<file path="src/rtl/ram_ws_ctrl.sv">
// ram_ws_ctrl: byte-serial 256x8 data memory with programmable wait states and MOV/MOC handshake
module ram_ws_ctrl #(
  parameter int WAIT_CYCLES = 2,
  parameter int DEPTH = 256
) (
  input  logic        CLK,
  input  logic        RESET,
  input  logic        MOV,
  input  logic        RW,
  input  logic [2:0]  MS,
  input  logic [31:0] ADDR,
  input  logic [31:0] DATA_IN,
  output logic [31:0] DATA_OUT,
  output logic        MOC,
  output logic        ERR
);
  localparam int AW = $clog2(DEPTH);
  localparam int CW = (WAIT_CYCLES > 1) ? $clog2(WAIT_CYCLES + 1) : 1;
  typedef enum logic [1:0] {IDLE, WAIT, XFER, DONE} state_t;
  state_t state, state_nx;
  logic [7:0] memory [DEPTH];
  logic [AW-1:0] addr;
  logic [31:0] sh;
  logic rw;
  logic [2:0] ms;
  logic [2:0] n;
  logic [2:0] k;
  logic [CW-1:0] wcnt;
  logic err;
  logic [2:0] req_n;
  logic req_ok;
  logic last;
  logic [AW-1:0] idx;
  logic [31:0] full;
  logic [31:0] ext;
  // Request decode, current byte address and big-endian read assembly
  always_comb begin
    req_n = MS[1] ? 3'd4 : MS[0] ? 3'd2 : 3'd1;
    req_ok = (MS != 3'b011) && (MS[2:1] != 2'b11) &&
             !(MS[1:0] == 2'b01 && ADDR[0]) &&
             !(MS[1:0] == 2'b10 && ADDR[1:0] != 2'b00) &&
             ({1'b0, ADDR} + 33'(req_n) - 33'd1 < 33'(DEPTH));
    last = (k == n - 3'd1);
    idx = addr + AW'(k);
    full = {sh[23:0], memory[idx]};
    ext = (ms == 3'b100) ? {{24{full[7]}}, full[7:0]} :
          (ms == 3'b101) ? {{16{full[15]}}, full[15:0]} : full;
  end
  // Next-state: invalid requests skip straight to DONE with ERR
  always_comb begin
    state_nx = state;
    unique case (state)
      IDLE: if (MOV) state_nx = !req_ok ? DONE : (WAIT_CYCLES == 0 ? XFER : WAIT);
      WAIT: if (int'(wcnt) == WAIT_CYCLES - 1) state_nx = XFER;
      XFER: if (last) state_nx = DONE;
      DONE: if (!MOV) state_nx = IDLE;
    endcase
  end
  // State register
  always_ff @(posedge CLK) begin
    if (!RESET) state <= IDLE;
    else state <= state_nx;
  end
  // Request capture, wait counter, byte shifter and read result
  always_ff @(posedge CLK) begin
    if (!RESET) begin
      DATA_OUT <= '0;
      err <= 1'b0;
      wcnt <= '0;
      k <= '0;
    end else begin
      if (state == IDLE && MOV) begin
        addr <= ADDR[AW-1:0];
        rw <= RW;
        ms <= MS;
        n <= req_n;
        k <= '0;
        wcnt <= '0;
        err <= !req_ok;
        sh <= RW ? 32'd0 : req_n == 3'd4 ? DATA_IN :
              req_n == 3'd2 ? {DATA_IN[15:0], 16'd0} : {DATA_IN[7:0], 24'd0};
      end
      if (state == WAIT) wcnt <= wcnt + CW'(1);
      if (state == XFER) begin
        k <= k + 3'd1;
        sh <= rw ? full : {sh[23:0], 8'd0};
        if (last && rw) DATA_OUT <= ext;
      end
      if (state == DONE && !MOV) err <= 1'b0;
    end
  end
  // Memory write port: most significant pending byte goes out first; never reset
  always_ff @(posedge CLK) begin
    if (RESET && state == XFER && !rw) memory[idx] <= sh[31:24];
  end
  assign MOC = (state == DONE);
  assign ERR = err;
endmodule

</file>
<file path="config.mk">
export PLATFORM = sky130hd
export DESIGN_NAME = ram_ws_ctrl
export DESIGN_NICKNAME = d
export VERILOG_FILES = /design/src/rtl/ram_ws_ctrl.sv
export SDC_FILE = /design/constraint.sdc
export NUM_CORES = 2
export LEC_CHECK = 0
export CAP_MARGIN = 20
export CORE_UTILIZATION = 55
export DETAILED_ROUTE_END_ITERATION = 8
export PLACE_DENSITY = 0.71
export SLEW_MARGIN = 20
export SYNTH_ARGS = -nofsm -noshare
export SYNTH_HDL_FRONTEND = slang
export SYNTH_SLANG_ARGS = --single-unit
</file>
<file path="constraint.sdc">
create_clock -name CLK -period 7.6 [get_ports CLK]
set_input_delay 0.76 -clock CLK [delete_from_list [all_inputs] [get_ports CLK]]
set_output_delay 0.76 -clock CLK [all_outputs]
set_load 0.05 [all_outputs]
</file>
* Word level (Yosys, flattened, before mapping)
Memories as Yosys holds them, arrays and structs flattened.
Cells that the tools add are included.
** Word-level totals
- Input port bits :: 71
- Memory bits (writable) :: 2048
- Bits in registers :: 87
- Memories kept :: 1
- Bits in read-only memories :: 0
- Output and inout port bits :: 34
- Bits in latches :: 0
** Memory list
- memory :: words 256, width 8, rd ports 1, clocked after memory_dff 0, write ports 1, RTL line 21 : logic [7:0] memory [DEPTH];
** Operators by class
- $lt $le $gt $ge :: 1
- Multiply operators :: 0
- Shifts and indexed selects :: 0
- Bitwise operators :: 1
- Multiplexer cells :: 22
- Eq/ne operators :: 17
- Divide/modulo/power cells :: 0
- Reductions and logical operators :: 25
- $add $sub $neg :: 6
** Operators by type and width (number)
- 32-bit two-way mux :: 7
- 32-bit by 3-bit adder with 33-bit output :: 1
- 33-bit by 9-bit less-than comparator with 1-bit output (second input constant) :: 1
- 33-bit by 1-bit subtractor with 33-bit output (second input constant) :: 1
- 2-bit two-way mux :: 8
- 1-bit logical AND :: 11
- 2-bit != test (second input constant) :: 5
- 3-bit equality test (second input constant) :: 3
- 3-bit two-way mux :: 3
- 8-bit by 3-bit adder with 8-bit output :: 1
- 2-bit equality test (second input constant) :: 4
- 8-bit two-way mux :: 1
- 2-bit case mux with 4 select lines :: 1
- 2-bit AND reduction :: 3
- 2-bit nonzero test :: 3
- 1-bit zero test :: 5
- 2-bit by 1-bit equality test with 1-bit output (second input constant) :: 2
- 4-bit AND reduction :: 1
- 3-bit by 1-bit adder with 3-bit output (second input constant) :: 1
- 3-bit by 2-bit equality test with 1-bit output (second input constant) :: 1
- 3-bit equality test :: 1
- 3-bit by 2-bit != test with 1-bit output (second input constant) :: 1
- 3-bit by 1-bit subtractor with 3-bit output (second input constant) :: 1
- 2-bit by 1-bit adder with 2-bit output (second input constant) :: 1
- 4 further kinds :: 5

* Logic depth before layout (Yosys ltp)
- Depth after elaboration :: 9
- Depth in mapped cells :: 15

* Least setup slack after synthesis
No wires, ideal clock.
- Path kind :: register to register
- From :: reg addr[0]
- To :: reg sh[5], data pin
- Period minus slack after synthesis :: 4.258 ns
- Data arrival time :: 4.001 ns
- Setup slack :: 3.342 ns
- Stages on the path, launching flop included :: 14
- Required time :: 7.344 ns
- Library setup time :: 0.256 ns
- Path buffers :: 5
- Path through :: edfxtp_1 > ha_1 > fa_1 > buf_2 > buf_2 > buf_2 > clkbuf_1 > clkbuf_1 > mux4_2 > mux4_2 > mux4_2 > a22oi_1 > nand3_1 > a22o_1
** On the way
- Cells in the longest elaborated chain, start to end :: 4
** RTL lines
- from (decl) :: RTL line 22 : logic [AW-1:0] addr;
- from (signal assigned) :: RTL line 73 : addr <= ADDR[AW-1:0];
- 8-bit by 3-bit adder with 8-bit output :: RTL line 44 : idx = addr + AW'(k);
- memory 256 x 8 bit
- 8-bit two-way mux :: RTL line 86 : sh <= rw ? full : {sh[23:0], 8'd0};
- 32-bit two-way mux :: RTL line 84 : if (state == XFER) begin
- to (signal assigned) :: RTL line 80 : sh <= RW ? 32'd0 : req_n == 3'd4 ? DATA_IN :
- to (signal assigned) :: RTL line 86
- to (decl) :: RTL line 23 : logic [31:0] sh;
No other way between the ends.
A chain may end at the register's enable or synchronous reset.

* Worst setup path in the final report
- From :: reg addr[0]
- To :: reg sh[7], data pin
Same word-level chain as after synthesis.

==> flow_summary.json <==
{
  "run_status": "finished clean",
  "vias": 40920,
  "netlist_area_um2": 84850,
  "drive_above_1_share_pct": 24.20,
  "timing.rr.start": "addr[0]$_DFFE_PP_",
  "fmax_mhz": 183.2,
  "setup_viol": 0,
  "tritoncts": "done",
  "path_cells": "ha_4 > fa_4 > buf_12 > mux4_2 > mux4_2 > mux4_2 > nand2_1 > nand3_1 > nand2_1 > o21ai_0",
  "p_seq_share_pct": 45.3,
  "drc": 0,
  "synth.avg_cell_area_um2": 21.24,
  "viasPerCell": 6.447,
  "drv_cap": 0,
  "finalPower_uw": 30310,
  "gp_congestion": 0.8832,
  "worstSkewPairLatency_ps": 850,
  "wl_um": 195600,
  "period_minus_slack_ps": 5459,
  "ctsHtreeMaxLevel": 4,
  "synthTopCellsByArea": "edfxtp_1, mux4_2, nor2_1",
  "finalHoldWorstSlack_ps": 463.5,
  "ant_nets": 0,
  "critPathKind": "reg -> reg",
  "powerDensity_nw_per_um2": 319.0,
  "p_leak_uw": 0.02943,
  "clkTransAtPathRegs_ps": 60,
  "clkPwrFrac_pct": 33.4,
  "fin_nets": 4257,
  "worst_slack_ps": 2141,
  "synth_top_area_share_pct": 74.11,
  "hold_start": "DATA_OUT[6]$_SDFFE_PN0P_",
  "min_path_type": "reg -> reg",
  "grt_overflow": 0,
  "crit_top_cell": "mux4_2",
  "start_util_pct": 55.59,
  "slew_headroom_pct": 17.48,
  "cts.sinks": 2134,
  "internal-power_uw": 22230,
  "ys_ff_latch": 2134,
  "areaGrowthSynthToFinish_pct": 12.00,
  "synth_edf_count": 2094,
  "required_ps": 8160,
  "hpwlAfterDp_um": 113800,
  "critPathMaxStageDelay_ps": 1270,
  "tightest_slew_ps": 1233,
  "syn_inst": 3994,
  "port_buffers": 104,
  "gr-usage-all-layers_pct": 25.67,
  "synth_top_cell_by_area": "edfxtp_1",
  "yosysSeqAreaShare_pct": 75.05,
  "coreArea_um2": 152600,
  "cp-start-kind": "register",
  "first_pass_iters": 6,
  "core.rowCount": 143,
  "die-height_um": 394.8,
  "finalSetupTns_ps": 0,
  "ys_types": 68,
  "syn-num-nets": 4108,
  "crit_fanout": 84,
  "p_sw_uw": 8083,
  "p_comb_share_pct": 21.3,
  "cts_made_buffers": 205,
  "cts-root-buf": "clkbuf_16",
  "irDropWorstVdd_mv": 0.2752,
  "cts_resized": 0,
  "synthFlopType": "edfxtp_1",
  "post-place-ws_ps": 2157,
  "cts_setup_buffers": 0,
  "cts_buffer_depth": 3,
  "io_pins": 105,
  "synthArstFlopShare_pct": 0,
  "cp_slowest_cell": "fa_4",
  "crit_path_end_kind": "register",
  "design_area_um2": 95030,
  "grt_pass1_vias": 41630,
  "post_drt_wl_per_cell_um": 30.82,
  "worstSetupStartpoint": "addr[0]$_DFFE_PP_",
  "die-area_um2": 155800,
  "cts-hold-fix-buffers": 0,
  "fin_crit_sh_pct": 71.83,
  "finClkSkew_ps": 22.06,
  "sw_frac_of_total_pct": 26.67,
  "antenna_found_initial": 6,
  "fp.dieW_um": 394.8,
  "drt_iter0_drc": 4921,
  "yosys_warnings": 0,
  "grt_max_degree": 257,
  "hold_viol_final": 0,
  "final-max-slew-violation-count": 0,
  "grt_pass1_wl_um": 289500,
  "r2r_slack_ps": 2140,
  "rsz0062_at_grt": "no",
  "arrival_ps": 6020,
  "placed_area_um2": 88340
}
## layer usage
metal / part of all wire [%] / GRT usage, % / wire (um)
met1: 39 / 35.97 / 76120
met2: 50 / 41.30 / 97010
met3: 8.5 / 5.182 / 16670
met4: 3.0 / 7.627 / 5811
met5: 0.0066 / 0 / 13
## area by class of cell
type                       instances  area [um^2]
timing repair buffer             167         1812
sequential                      2134        63680
tap                             2030         2540
antenna                            3        7.507
clock buffer                     257         5410
inverter                          58        217.7
multi-input combinational       1577        20130
fill                           10080        57590
clock inverter                   121         1234
## power by group through the flow
stage	clock network [uW]	logic, uW	registers [uW]
global route	10700	6800	13700
finish	10100	6470	13700
detailed placement	0	6500	14000
floorplan	0	3950	14500
CTS	10200	6520	13700
global placement	0	6410	14000
## worst max-delay path: cells and delay by family (launching register included)
| kind | cells | cell delay (ps) |
|---|---|---|
| AO/OA/AOI/OAI | 1 | 180 |
| adder cells (fa/ha/maj) | 2 | 1460 |
| buffers and inverters | 1 | 480 |
| flip-flops | 1 | 420 |
| multiplexers | 3 | 1550 |
| AND/OR/NAND/NOR | 3 | 950 |
## per-stage QoR
stage / util (%) / cells
after floorplan: - / 3994
after global placement: 57.85 / 5962
after detailed placement: 57.88 / 5964
after CTS: 62.24 / 6342
after global routing: 62.26 / 6347
final: 62.26 / 6347
## worst paths after layout
| check | to | cells past startpoint |
|---|---|---|
| setup / recovery | sh[7]$_DFFE_PP_ | 10 |
| hold / removal | DATA_OUT[6]$_SDFFE_PN0P_ | 2 |
| setup reg to reg | sh[7]$_DFFE_PP_ | 10 |
| hold reg to reg | DATA_OUT[6]$_SDFFE_PN0P_ | 2 |
## registers in the layout (all words and copies together), names as in the netlist
signal	flops
ms	3
rw	1
addr	8
ERR	1
sh	32
n	2
DATA_OUT	32
k	3
memory	2048
wcnt	2
state	2
## cells in the mapped netlist (all sizes together) (4+ instances only)
cell type and number:
edfxtp 2094, mux4 664, nor2 326, clkbuf 146, nand2 111, o21ai 101, buf 79, inv 58
a21oi 55, nand3 47, ha 42, dfxtp 40, mux2i 23, a22o 14, a31oi 14, nor3 13
xnor2 13, a211oi 12, nand4 12, and2 10, xor2 9, a222oi 8, nor2b 8, a21o 7
a22oi 7, nor4 7, and3 6, nand2b 6, o211ai 4, o21a 4, o21bai 4, o31ai 4
## logic make-up (layout without fill, tap and decap cells)
| group | count (synthesis) | count (layout) | share of synthesized area (%) |
|---|---|---|---|
| flip-flops | 2134 | 2134 | 75.05 |
| multiplexers | 688 | 688 | 17.91 |
| AND/OR/NAND/NOR | 558 | 558 | 2.753 |
| buffers and inverters | 283 | 603 | 1.417 |
| AO/OA/AOI/OAI | 266 | 266 | 1.989 |
| adder cells (fa/ha/maj) | 43 | 43 | 0.6429 |
| XOR/XNOR | 22 | 22 | 0.2359 |
| other | 0 | 3 | 0 |
## layout by cell type (no fill, tap or decap), types with 41 or more instances in the layout
cell type	count
clkinv_1	46
nand3_1	43
nand2_1	99
edfxtp_1	2094
nor2_1	325
a21oi_1	54
mux4_2	664
clkbuf_1	48
clkbuf_16	209
clkdlybuf4s50_1	104
o21ai_0	93
inv_1	58
ha_1	41
No activity file was read; power rests on OpenSTA's default activity.
